<file path="src/rtl/pwm_duty_ctrl.sv">
// pwm_duty_ctrl
// Parses 3-byte duty-set frames (header, D, ~D) from the UART receiver and
// slews the PWM duty toward the commanded target one percent at a time.
// Corrupted or stalled frames are dropped with a frame_err pulse and never
// move the duty.
module pwm_duty_ctrl #(
  parameter int         clk_mhz    = 50,
  parameter int         ramp_us    = 100,
  parameter int         timeout_us = 1000,
  parameter logic [7:0] header     = 8'hA5,
  parameter int         max_duty   = 100
) (
  input  logic       clk,
  input  logic       rst,
  input  logic [7:0] rx_data,
  input  logic       rx_valid,
  output logic [6:0] duty,
  output logic       duty_upd,
  output logic       busy,
  output logic       frame_err
);

  localparam int RAMP_CYCLES    = clk_mhz * ramp_us;
  localparam int TIMEOUT_CYCLES = clk_mhz * timeout_us;
  localparam int RW = (RAMP_CYCLES > 1) ? $clog2(RAMP_CYCLES) : 1;
  localparam int TW = (TIMEOUT_CYCLES > 1) ? $clog2(TIMEOUT_CYCLES) : 1;
  localparam logic [RW-1:0] RAMP_LAST    = RW'((RAMP_CYCLES > 0) ? RAMP_CYCLES - 1 : 0);
  localparam logic [TW-1:0] TIMEOUT_LAST = TW'((TIMEOUT_CYCLES > 0) ? TIMEOUT_CYCLES - 1 : 0);
  localparam logic [7:0]    MAX_DUTY8    = 8'(max_duty);
  localparam logic [6:0]    MAX_DUTY7    = 7'(max_duty);

  typedef enum logic [1:0] {
    IDLE,
    GOT_HDR,
    GOT_DUTY
  } state_t;

  state_t        state, state_d;
  logic [7:0]    data, data_d;
  logic [6:0]    target, target_d;
  logic [TW-1:0] tcnt, tcnt_d;
  logic          err_d;
  logic [RW-1:0] rcnt, rcnt_d;
  logic [6:0]    duty_d;
  logic          upd_d;
  logic          busy_d;

  // Frame parser: next state, latched data byte, target and timeout counter.
  // A byte arriving in the expiry cycle takes priority over the timeout.
  always_comb begin
    state_d  = state;
    data_d   = data;
    target_d = target;
    tcnt_d   = tcnt;
    err_d    = 1'b0;
    case (state)
      IDLE: begin
        tcnt_d = '0;
        if (rx_valid && (rx_data == header)) begin
          state_d = GOT_HDR;
        end
      end
      GOT_HDR, GOT_DUTY: begin
        if (rx_valid) begin
          tcnt_d = '0;
          if (state == GOT_HDR) begin
            data_d  = rx_data;
            state_d = GOT_DUTY;
          end else begin
            state_d = IDLE;
            if (rx_data == ~data) begin
              target_d = (data > MAX_DUTY8) ? MAX_DUTY7 : data[6:0];
            end else begin
              err_d = 1'b1;
            end
          end
        end else if ((TIMEOUT_CYCLES > 0) && (tcnt == TIMEOUT_LAST)) begin
          state_d = IDLE;
          tcnt_d  = '0;
          err_d   = 1'b1;
        end else if (TIMEOUT_CYCLES > 0) begin
          tcnt_d = tcnt + TW'(1);
        end
      end
      default: begin
        state_d = IDLE;
        tcnt_d  = '0;
      end
    endcase
  end

  // Slew limiter: one percent step per ramp period toward target; the period
  // counter keeps running across a retarget so the cadence is not disturbed.
  // busy tracks the post-step duty against the current target.
  always_comb begin
    duty_d = duty;
    upd_d  = 1'b0;
    rcnt_d = rcnt;
    if (RAMP_CYCLES == 0) begin
      rcnt_d = '0;
      if (duty != target) begin
        duty_d = target;
        upd_d  = 1'b1;
      end
    end else if (!busy || (duty == target)) begin
      rcnt_d = '0;
    end else if (rcnt == RAMP_LAST) begin
      rcnt_d = '0;
      upd_d  = 1'b1;
      duty_d = (target > duty) ? duty + 7'd1 : duty - 7'd1;
    end else begin
      rcnt_d = rcnt + RW'(1);
    end
    busy_d = (duty_d != target);
  end

  // State register for parser and ramp; reset abandons any frame or ramp.
  always_ff @(posedge clk or posedge rst) begin
    if (rst) begin
      state     <= IDLE;
      data      <= '0;
      target    <= '0;
      tcnt      <= '0;
      frame_err <= 1'b0;
      rcnt      <= '0;
      duty      <= '0;
      duty_upd  <= 1'b0;
      busy      <= 1'b0;
    end else begin
      state     <= state_d;
      data      <= data_d;
      target    <= target_d;
      tcnt      <= tcnt_d;
      frame_err <= err_d;
      rcnt      <= rcnt_d;
      duty      <= duty_d;
      duty_upd  <= upd_d;
      busy      <= busy_d;
    end
  end

endmodule

</file>
<file path="config.mk">
export PLATFORM = sky130hd
export DESIGN_NAME = pwm_duty_ctrl
export DESIGN_NICKNAME = d
export VERILOG_FILES = /design/src/rtl/pwm_duty_ctrl.sv
export SDC_FILE = /design/constraint.sdc
export NUM_CORES = 1
export LEC_CHECK = 0
export ABC_AREA = 1
export CORE_ASPECT_RATIO = 1.5
export CORE_MARGIN = 8
export CORE_UTILIZATION = 56
export CTS_BUF_LIST = sky130_fd_sc_hd__clkbuf_16
export CTS_CLUSTER_SIZE = 10
export DETAILED_ROUTE_END_ITERATION = 6
export GPL_TIMING_DRIVEN = 0
export PLACE_DENSITY = 0.78
export RECOVER_POWER = 100
export SETUP_SLACK_MARGIN = 0.4
export SLEW_MARGIN = 20
export SYNTH_ARGS = -nofsm -noshare
export SYNTH_HDL_FRONTEND = slang
export SYNTH_SLANG_ARGS = --single-unit
</file>
<file path="constraint.sdc">
create_clock -name clk -period 3.5 [get_ports clk]
set_input_delay 0.7 -clock clk [delete_from_list [all_inputs] [get_ports clk]]
set_output_delay 0.7 -clock clk [all_outputs]
set_load 0.03 [all_outputs]
</file>
==> impl_metrics.json <==
{
  "path_clk_slew_ps": 70,
  "syn2layout_area_growth_pct": 11.6,
  "grt-ovfl-total": 0,
  "die_area_um2": 9050,
  "p_leak_uw": 0.00193,
  "ioPinCount": 21,
  "routed-via-count": 2910,
  "crit_top_cell": "nand2_1",
  "die_y_um": 113,
  "netlist_instances": 447,
  "drc_errors": 0,
  "drt-initial-drc-count": 144,
  "failed_checks": "capacitance limit, slew limit",
  "numCtsBuffers": 5,
  "vias_per_cell": 5.30,
  "drt-total-wl_mm": 6.83,
  "p_per_area_nw_per_um2": 500,
  "reg2reg_depth": 17,
  "min_period_ps": 2830,
  "synth_top_family_by_area": "simple AND/OR/NAND/NOR gates",
  "htreeDepth": 2,
  "clock_latency_ps": 290,
  "grt_usage_pct": 16.3,
  "finalSetupViolCount": 0,
  "ys_seq_area_share_pct": 40.2,
  "cts_buffer_depth": 2,
  "diodes": 0,
  "cp-end-kind": "register",
  "cts.sinks": 56,
  "gp_congestion": 0.875,
  "core-area_um2": 6090,
  "final_util_pct": 63.9,
  "hold_buffers": 0,
  "maxCapViolations": 1,
  "tightestPinTransition_ps": 2040,
  "final_max_slew_viol_count": 57,
  "dp.cells": 541,
  "endpoint": "busy$_DFF_PP0_",
  "syn-cell-area_um2": 3480,
  "synthArstFlopShare_pct": 100,
  "syn_avg_cell_area_um2": 7.80,
  "dpl.hpwl_mm": 5.24,
  "post-route-period-util_pct": 80.9,
  "die_w_um": 80.4,
  "hp-class": "register to register",
  "grt_pass1_vias": 2997,
  "crit_slowest_cell": "fa_1",
  "clockRootBuffer": "clkbuf_16",
  "start_kind": "register",
  "placed_cell_area_um2": 3780,
  "min_path_cells": 1,
  "cts_tree": "done",
  "rows": 35,
  "io_buffers": 20,
  "path_cells": "inv_1 > ha_1 > nand2_1 > nor2_1 > nand2_1 > nand2_1 > inv_1 > fa_1 > nor2_1 > nor2_1 > xor2_1 > nand2_1 > nand2_1 > nand2_1 > nand2_1 > nor2_1 > nand4_1",
  "timing.rr.end": "busy$_DFF_PP0_",
  "finalSetupTns_ps": 0,
  "fmax_mhz": 353,
  "yosys.area_share.simple_pct": 33.2,
  "synth-xor-area-share_pct": 1.26,
  "instances_no_fill": 549,
  "drt-pass1-iter-count": 4,
  "crit_arrival_ps": 3000,
  "antenna_found_initial": 0,
  "synthMuxAreaShare_pct": 0,
  "peakVddDrop_uv": 446,
  "synth-main-ff-cell": "dfrtp_1",
  "wl_per_cell_um": 12.4,
  "finalNetCount": 504,
  "hold_violations": 0,
  "rrSetupSlack_ps": 670,
  "path_class": "register to register",
  "synthAdderAreaFrac_pct": 7.04,
  "outcome": "complete, but fails checks",
  "critPathMaxStageDelay_ps": 450,
  "start_util_pct": 57.2,
  "stdcell_area_um2": 3890,
  "fin_skew_ps": 5.72,
  "drive_above_1_share_pct": 10.3,
  "synth_edf_count": 0,
  "ys_seq_elements": 56,
  "cp_data_required_time_ps": 3670,
  "synth_compound_area_share_pct": 9.52,
  "rsz0062_at_grt": "false",
  "grt_max_degree": 57,
  "synthDistinctLibCells": 46,
  "relSlewSlack_pct": -36.3,
  "cp-startpoint": "duty[1]$_DFF_PP0_",
  "critPathMaxFanout": 7,
  "r2r-start": "duty[1]$_DFF_PP0_",
  "syn-num-nets": 477,
  "yosysWarnings": 0,
  "grt_pass1_wl_mm": 12.3,
  "ant_nets": 0
}
cell usage in the layout, fill, tap and decap left out, types with 2 or more instances in the layout:
master and n:
nand2_1 105, and3_1 2, clkdlybuf4s50_1 8, o21ai_0 24
a21oi_1 13, or2_2 6, ha_1 18, nor3b_1 5
nor2_2 8, nor2_4 5, dfrtp_1 56, clkbuf_16 5
nand3b_1 2, nor2_1 38, xor2_1 4, dlygate4sd3_1 12
inv_1 65, inv_2 9, nand2_2 7, a31oi_1 3
nor4_1 5, clkbuf_1 4, o21ai_1 4, o21a_1 3
nand4_1 9, nand3_1 28, nor3_1 8
synth_stat cells (all sizes together) (4+ instances only):
library cell | instances | area [um^2]
inv | 73 | 274
nor2 | 51 | 251
nand4 | 10 | 68.8
nor3b | 5 | 37.5
o21ai | 29 | 153
nand2 | 112 | 448
ha | 18 | 225
dfrtp | 56 | 1400
nor3 | 8 | 40.0
nand3 | 30 | 173
or2 | 7 | 43.8
a21oi | 13 | 68.8
xor2 | 4 | 35.0
nor4 | 6 | 67.6
per-stage QoR:
stage	worst slack, ps	hold WS (ps)	total power (uW)
2_1_floorplan	806	425	1270
3_3_place_gp	406	444	1390
3_5_place_dp	675	444	1420
4_1_cts	647	453	1980
5_1_grt	338	470	2090
6_report	670	449	1940
routing by layer:
metal	up-vias	share of wire, %	GRT usage, %
li1	1489	-	-
met1	1366	41	17.2
met2	39	54	30.5
met3	16	2.8	2.24
met4	0	2.4	6.83
met5	-	0	0
kinds of logic (layout without fill, tap and decap cells):
group	after synthesis	after routing
flops	56	56
simple gates	233	233
fa+ha+maj	19	19
xor+xnor	5	5
buf+inv	78	106
compound gates	56	56
how the worst min path moves through the flow:
stage | from | end | slack (ps)
floorplan | tcnt[0]$_DFF_PP0_ | tcnt[0]$_DFF_PP0_ | 430
global placement | tcnt[0]$_DFF_PP0_ | tcnt[0]$_DFF_PP0_ | 440
detailed placement | tcnt[0]$_DFF_PP0_ | tcnt[0]$_DFF_PP0_ | 440
CTS | tcnt[0]$_DFF_PP0_ | tcnt[0]$_DFF_PP0_ | 450
global route | tcnt[0]$_DFF_PP0_ | tcnt[0]$_DFF_PP0_ | 470
finish | tcnt[0]$_DFF_PP0_ | tcnt[0]$_DFF_PP0_ | 450
critical path: cells and delay by family (launching register included):
family	cells	cell delay [ps]
XOR/XNOR	1	140
adder cells (fa/ha/maj)	2	750
buffers and inverters	2	200
flip-flops	1	430
AND/OR/NAND/NOR	12	1170
power breakdown:
group | switching, uW | internal [uW]
clock | 223 | 334
sequential | 91.4 | 749
combinational | 335 | 210
total | 650 | 1290
sequential cells by signal, indices dropped and copies added (netlist names):
register / flops
busy: 1
data: 8
duty: 7
duty_upd: 1
frame_err: 1
rcnt: 13
state: 2
target: 7
tcnt: 16
timing repair:
item,CTS,global route
buffers inserted,0,0
endpoints found under the hold margin,0,0
gates resized for setup,0,1
setup endpoints to repair,0,1
layout make-up:
class | instances | area, um^2
Buffer | 4 | 15.0
Clock buffer | 5 | 125
Clock inverter | 3 | 38.8
Fill cell | 524 | 2200
Inverter | 74 | 278
Multi-Input combinational cell | 313 | 1740
Sequential cell | 56 | 1400
Tap cell | 74 | 92.6
Timing Repair Buffer | 20 | 200
No activity file was read; power rests on OpenSTA's default activity.
